**src/rtl/aha_tick_pkg.sv**
```systemverilog
// Shared types for the tick generator.
// State encoding and run-mode constants.
package aha_tick_pkg;

  typedef enum logic {
    TICK_IDLE = 1'b0,
    TICK_RUN  = 1'b1
  } tick_state_e;

  localparam logic TICK_MODE_FREE  = 1'b0;
  localparam logic TICK_MODE_BURST = 1'b1;

endpackage

```
**src/rtl/aha_tick_prescaler.sv**
```systemverilog
// Prescaler counter for the tick generator.
// Counts 0..div_i and flags terminal count.
module aha_tick_prescaler #(
  parameter int DIV_WIDTH = 16
) (
  input  logic                 CLK,
  input  logic                 RESETn,
  input  logic                 clr_i,
  input  logic                 en_i,
  input  logic [DIV_WIDTH-1:0] div_i,
  output logic                 tc_o
);

  logic [DIV_WIDTH-1:0] count_q;
  logic [DIV_WIDTH-1:0] count_d;

  // Compare before increment so an all-ones divider never overflows.
  assign tc_o = (count_q == div_i);

  // Next count: clear, wrap on terminal count, else advance.
  always_comb begin
    count_d = count_q;
    if (clr_i) begin
      count_d = '0;
    end else if (en_i) begin
      if (tc_o) count_d = '0;
      else      count_d = count_q + DIV_WIDTH'(1);
    end
  end

  // Count register.
  always_ff @(posedge CLK or negedge RESETn) begin
    if (!RESETn) count_q <= '0;
    else         count_q <= count_d;
  end

endmodule

```
**src/rtl/aha_tick_gen.sv**
```systemverilog
// Programmable tick generator.
// Free-run or burst enable strobe with BUSY/DONE.
module aha_tick_gen
  import aha_tick_pkg::*;
#(
  parameter int DIV_WIDTH = 16,
  parameter int CNT_WIDTH = 16
) (
  input  logic                 CLK,
  input  logic                 RESETn,
  input  logic                 START,
  input  logic                 STOP,
  input  logic                 MODE,
  input  logic [DIV_WIDTH-1:0] DIV,
  input  logic [CNT_WIDTH-1:0] BURST_LEN,
  output logic                 TICK,
  output logic                 BUSY,
  output logic                 DONE
);

  tick_state_e          state_q, state_d;
  logic [DIV_WIDTH-1:0] div_q, div_d;
  logic                 mode_q, mode_d;
  logic [CNT_WIDTH-1:0] rem_q, rem_d;
  logic                 done_q, done_d;
  logic                 tc;
  logic                 run;

  assign run  = (state_q == TICK_RUN);
  assign TICK = run && tc;
  assign BUSY = run;
  assign DONE = done_q;

  // Prescaler held at zero while idle so a run starts from 0.
  aha_tick_prescaler #(
    .DIV_WIDTH (DIV_WIDTH)
  ) u_presc (
    .CLK    (CLK),
    .RESETn (RESETn),
    .clr_i  (!run),
    .en_i   (run),
    .div_i  (div_q),
    .tc_o   (tc)
  );

  // Next state, config latch, burst countdown and completion.
  always_comb begin
    state_d = state_q;
    div_d   = div_q;
    mode_d  = mode_q;
    rem_d   = rem_q;
    done_d  = 1'b0;
    unique case (state_q)
      TICK_IDLE: begin
        if (START && !STOP) begin
          if (MODE == TICK_MODE_BURST && BURST_LEN == '0) begin
            done_d = 1'b1;
          end else begin
            state_d = TICK_RUN;
            div_d   = DIV;
            mode_d  = MODE;
            rem_d   = BURST_LEN;
          end
        end
      end
      TICK_RUN: begin
        if (STOP) state_d = TICK_IDLE;
        if (TICK && mode_q == TICK_MODE_BURST) begin
          rem_d = rem_q - CNT_WIDTH'(1);
          if (rem_q == CNT_WIDTH'(1)) begin
            state_d = TICK_IDLE;
            done_d  = 1'b1;
          end
        end
      end
      default: state_d = TICK_IDLE;
    endcase
  end

  // State and config registers.
  always_ff @(posedge CLK or negedge RESETn) begin
    if (!RESETn) begin
      state_q <= TICK_IDLE;
      div_q   <= '0;
      mode_q  <= TICK_MODE_FREE;
      rem_q   <= '0;
      done_q  <= 1'b0;
    end else begin
      state_q <= state_d;
      div_q   <= div_d;
      mode_q  <= mode_d;
      rem_q   <= rem_d;
      done_q  <= done_d;
    end
  end

endmodule

```
**config.mk**
```make
export PLATFORM = sky130hd
export DESIGN_NAME = aha_tick_gen
export DESIGN_NICKNAME = d
export VERILOG_FILES = /design/src/rtl/aha_tick_pkg.sv /design/src/rtl/aha_tick_prescaler.sv /design/src/rtl/aha_tick_gen.sv
export SDC_FILE = /design/constraint.sdc
export NUM_CORES = 1
export LEC_CHECK = 0
export ABC_CLOCK_PERIOD_IN_PS = 3200
export CAP_MARGIN = 5
export CORE_UTILIZATION = 59
export DETAILED_ROUTE_END_ITERATION = 8
export GPL_TIMING_DRIVEN = 0
export PLACE_DENSITY = 0.85
export SLEW_MARGIN = 20
export SYNTH_ARGS = -nofsm -noshare
export SYNTH_HDL_FRONTEND = slang
export SYNTH_SLANG_ARGS = --single-unit
```
**constraint.sdc**
```tcl
create_clock -name CLK -period 3.2 [get_ports CLK]
set_input_delay 0.64 -clock CLK [delete_from_list [all_inputs] [get_ports CLK]]
set_output_delay 0.64 -clock CLK [all_outputs]
set_load 0.03 [all_outputs]
```
After elaboration in Yosys (flattened, before gate mapping)
Index checks and enable logic that the tools add are counted.
{"block": "word_totals", "regBits": 51, "latchBits": 0, "ram_bits": 0, "rom_bits": 0, "input_bits": 37, "out_inout_bits": 3, "elab_cells": 40, "n_memories": 0}
{"block": "classes", "addsub": 2, "n_mul": 0, "n_div": 0, "n_lt_le_gt_ge": 0, "n_eq_ne": 5, "n_shift": 0, "muxes": 17, "n_bitwise": 2, "n_reduce_logical": 8}
{"cell": "$mux W16", "n": 5}
{"cell": "$pmux W16 S2", "n": 1}
{"cell": "$add A16 B1 Y16 const B", "n": 1}
{"cell": "$eq A16 B1 Y1 const B", "n": 1}
{"cell": "$eq A16 B16 Y1", "n": 1}
{"cell": "$logic_not A16 Y1", "n": 1}
{"cell": "$sub A16 B1 Y16 const B", "n": 1}
{"cell": "$mux W1", "n": 9}
{"cell": "$reduce_and A3 Y1", "n": 2}
{"cell": "$logic_and A1 B1 Y1", "n": 4}
{"cell": "$ne A2 B2 Y1 const B", "n": 2}
{"cell": "$pmux W1 S2", "n": 2}
{"cell": "$ne A2 B1 Y1 const B", "n": 1}
{"cell": "$not A1 Y1", "n": 2}
{"cell": "$logic_not A1 Y1", "n": 1}

Depth between registers and ports, before layout
{"block": "depth", "word_depth": 5, "ltp_mapped": 8, "mapped_depth_nobuf": 6}

Hierarchy
From an unflattened synthesis, not the netlist that was laid out.
{"block": "unflattened", "hier_cells": 297, "hier_area_um2": 2946.6}
{"mod": "aha_tick_gen", "n_inst": 1, "cells_per_inst": 178, "area_each_um2": 1838.0, "seq_area_each_um2": 875.8}
{"mod": "aha_tick_prescaler", "n_inst": 1, "cells_per_inst": 119, "area_each_um2": 1108.6, "seq_area_each_um2": 400.4}

Worst setup path before layout
Ideal clock, no wire load.
{"block": "synth_path", "kind": "register to output", "start": "register u_presc.count_q[5]", "end": "output TICK", "arrival_ps": 1609, "path_slack_ps": 951, "stages_incl_launch_ff": 6, "path_buffers": 1, "cell_sequence": "dfrtp_1 xor2_1 nor4_1 nand4_1 clkbuf_8 nor2_1"}
{"block": "synth_between", "elab_chain_cells": 2}
{"element": "from (decl)", "line_no": "aha_tick_prescaler.sv:14", "source": "logic [DIV_WIDTH-1:0] count_q;"}
{"element": "from (signal assigned)", "line_no": "aha_tick_prescaler.sv:34", "source": "else count_q <= count_d;"}
{"element": "$eq A16 B16 Y1", "line_no": "aha_tick_prescaler.sv:18", "source": "assign tc_o = (count_q == div_i);"}
{"element": "$logic_and A1 B1 Y1", "line_no": "aha_tick_gen.sv:30", "source": "assign TICK = run && tc;"}
{"element": "to (decl)", "line_no": "aha_tick_gen.sv:16", "source": "output logic TICK,"}
No other way between the ends.

Final worst setup path
Same ends and word-level chain as after synthesis.

==> results.md <==
- FFs w/ async S/R, synth: 100%
- PortBufs: 39
- Share of cells above drive strength 1: 11.8%
- Max frequency: 0.357 GHz
- Pre-antenna DRT Iters: 5
- Syn_area_per_cell: 9.39 sq um
- Final Cycle Share: 87.6%
- Worst reg2reg setup slack: 1.04 ns
- Max incr delay on CP: 0.46 ns
- Die area: 0.00522 sq mm
- Cells after Synth: 310
- Pwr Density: 506 mW/mm^2
- Initial DRC count: 214
- Worst Hold Class: primary input to async pin
- Slew @ Worst Pin: 0.641 ns
- Area grow syn2layout: 19.9%
- Initial core utilization: 61.6%
- FF-to-FF path depth: 6
- # Max-Cap Violations: 0
- Most common cell after layout, fill and taps aside: nand2_1
- Post-CTS setup buffers: 0
- Vias in the first global route: 2318
- Chip width: 72.2 microns
- Mapped Nets: 350
- Core area: 0.00472 sq mm
- Layout Nets: 396
- CP Launch Type: register
- Via count: 2478
- Largest net degree at the start of global routing: 52
- Sequential area share after synthesis: 43.9%
- Fin crit period: 2.80 ns
- Distinct cell type count after synthesis: 57
- Final hold vios: 0
- Worst-path clk slew: 0.11 ns
- CP max-delay cell: dfrtp_1
- Arr. time, crit path: 2.16 ns
- Hold-fix buffers, CTS: 0
- CP Capture Type: output port
- Placed cell area: 0.00338 sq mm
- TritonCTS buffer count: 5
- Clock buffer depth: 2
- Root Driver: clkbuf_8
- Grt total ovfl: 0
- Yosys warns: 0
- Worst Path Required: 2.56 ns
- Lkg Pwr: 1.55 nW
- Initial antenna violation count: 0
- Final Wtd Congestion: 0.859
- Final instance area: 0.00349 sq mm
- Worst Path Max Fanout: 10
- Critical path type: register to output port
- Relative slew margins: 57.3%
- Worst-Skew Late Latency: 0.33 ns
- Overall power: 0.00177 W
- Ys flop type: dfrtp_1
- Via/cell ratio: 5.84
- Post-synthesis register bit count: 51
- Die span in y: 72.2 microns
- CP Buf/Inv Count: 2
- Max rail drop VDD: 0.000339 V
- First-pass GRT wire length: 11.1 mm
- Critical-path cell list: xor2_1, nor4_1, nand4_1, clkbuf_8, nor2_1, dlymetal6s2s_1
- TritonCTS clock tree: done
- Unrepaired setup endpoints after global routing: no
- Worst clock skew: 0.0179 ns
- Inserted Diodes: 0
- Outcome: finished, final reports clean
- Dpl hpwl: 5.04 mm
- Fillers: 335
- DRT antenna net count: 0
- Overall Global Routing Usage: 27.9%
- Wirelength per Cell: 15.9 microns
- Mapped cell area: 0.00291 sq mm
- H-tree depth: 2
- Reg-to-Reg End: rem_q[10]
- Max Slew Vio Count: 0
- DRC: 0
- Worst path top cell family by delay: simple AND/OR/NAND/NOR gates
- Post-synth EDFFs: 0
- Final wirelength: 6.74 mm
- Rows: 25
- RR Startpoint: u_presc.count_q[5]
- Io pins: 40
- Final Setup Violations: 0
- Clock sink count: 51
- Commonest non-fill, non-tap cells in the layout: nand2_1 (66), dfrtp_1 (51), nor2_1 (40)
==> cells by family after synthesis <==
| group | after synthesis | synth area share (%) |
|---|---|---|
| AND/OR/NAND/NOR | 157 | 25.8 |
| flip-flops | 51 | 43.9 |
| AO/OA/AOI/OAI | 42 | 14.0 |
| XOR/XNOR | 30 | 9.29 |
| buffers and inverters | 24 | 4.77 |
| multiplexers | 3 | 1.03 |
| adder cells (fa/ha/maj) | 3 | 1.29 |
==> layout make-up <==
class / count / area, sq um / area share [%]
multi-input combinational: 235 / 1510 / 43.2
sequential: 51 / 1280 / 36.6
timing repair buffer: 39 / 390 / 11.2
buffer: 12 / 93.8 / 2.69
tap: 67 / 83.8 / 2.40
clock buffer: 5 / 68.8 / 1.97
inverter: 12 / 45.0 / 1.29
clock inverter: 3 / 22.5 / 0.646
==> synth_stat cells (2+ instances only) <==
master	count	area (sq um)
a211oi_1	2	15.0
a211oi_2	2	25.0
a21oi_1	2	10.0
a221o_1	2	20.0
a221oi_2	6	90.1
and2_1	2	12.5
and3_1	5	31.3
and4_1	2	17.5
and4_2	2	20.0
buf_6	3	33.8
clkbuf_1	5	18.8
dfrtp_1	51	1280
ha_1	3	37.5
inv_1	12	45.0
mux2i_1	3	30.0
nand2_1	66	248
nand3_1	9	45.0
nand4_1	6	37.5
nor2_1	40	150
nor3_1	4	20.0
nor4_1	7	43.8
o21ai_0	4	20.0
o221ai_1	2	17.5
o31a_1	2	17.5
o31ai_1	4	30.0
o31ai_2	2	25.0
o32ai_1	3	26.3
or2_2	2	12.5
or3_1	2	12.5
xnor2_1	6	52.6
xor2_1	23	201
==> report_power, final <==
part | internal, W | switching [W]
Combinational | 0.000230 | 0.000269
Sequential | 0.000752 | 0.000121
Clock | 0.000159 | 0.000236
==> metal layers <==
layer / global-route usage [%] / vias to the layer above / share of wire (%)
li1: - / 1181 / -
met2: 41.6 / 93 / 46
met3: 4.58 / 12 / 6.0
met4: 10.7 / 0 / 1.8
met5: 0 / - / 0
met1: 41.1 / 1192 / 46
==> through the flow <==
stage	utilization, %	TNS [ns]	setup slack [ns]	hold WS, ns	std cells
floorplan	-	0	0.951	0.344	310
global placement	71.7	-0.714	-0.0168	0.483	416
detailed placement	71.6	0	0.357	0.491	416
CTS	73.7	0	0.0246	0.351	424
global route	73.9	0	0.294	0.382	424
finish	73.9	0	0.397	0.324	424
==> worst max path at each step <==
stage / from / depth (start not counted) / endpoint / slack, ns
after global placement: RESETn / 1 / rem_q[9] / -0.02
final: u_presc.count_q[5] / 6 / TICK / 0.40
after detailed placement: u_presc.count_q[8] / 6 / TICK / 0.36
after global routing: u_presc.count_q[3] / 6 / TICK / 0.29
after CTS: u_presc.count_q[5] / 6 / TICK / 0.02
after floorplan: u_presc.count_q[5] / 5 / TICK / 0.95
==> timing repair <==
item	in CTS	in global routing
setup endpoints to repair	1	1
cloned	0	0
gates resized for setup	1	2
==> flip-flops by register name (all words and copies together) (netlist names) <==
signal and count:
div_q 16, rem_q 16, u_presc.count_q 16, BUSY 1
DONE 1, mode_q 1
Power figures use the tool's default switching activity.
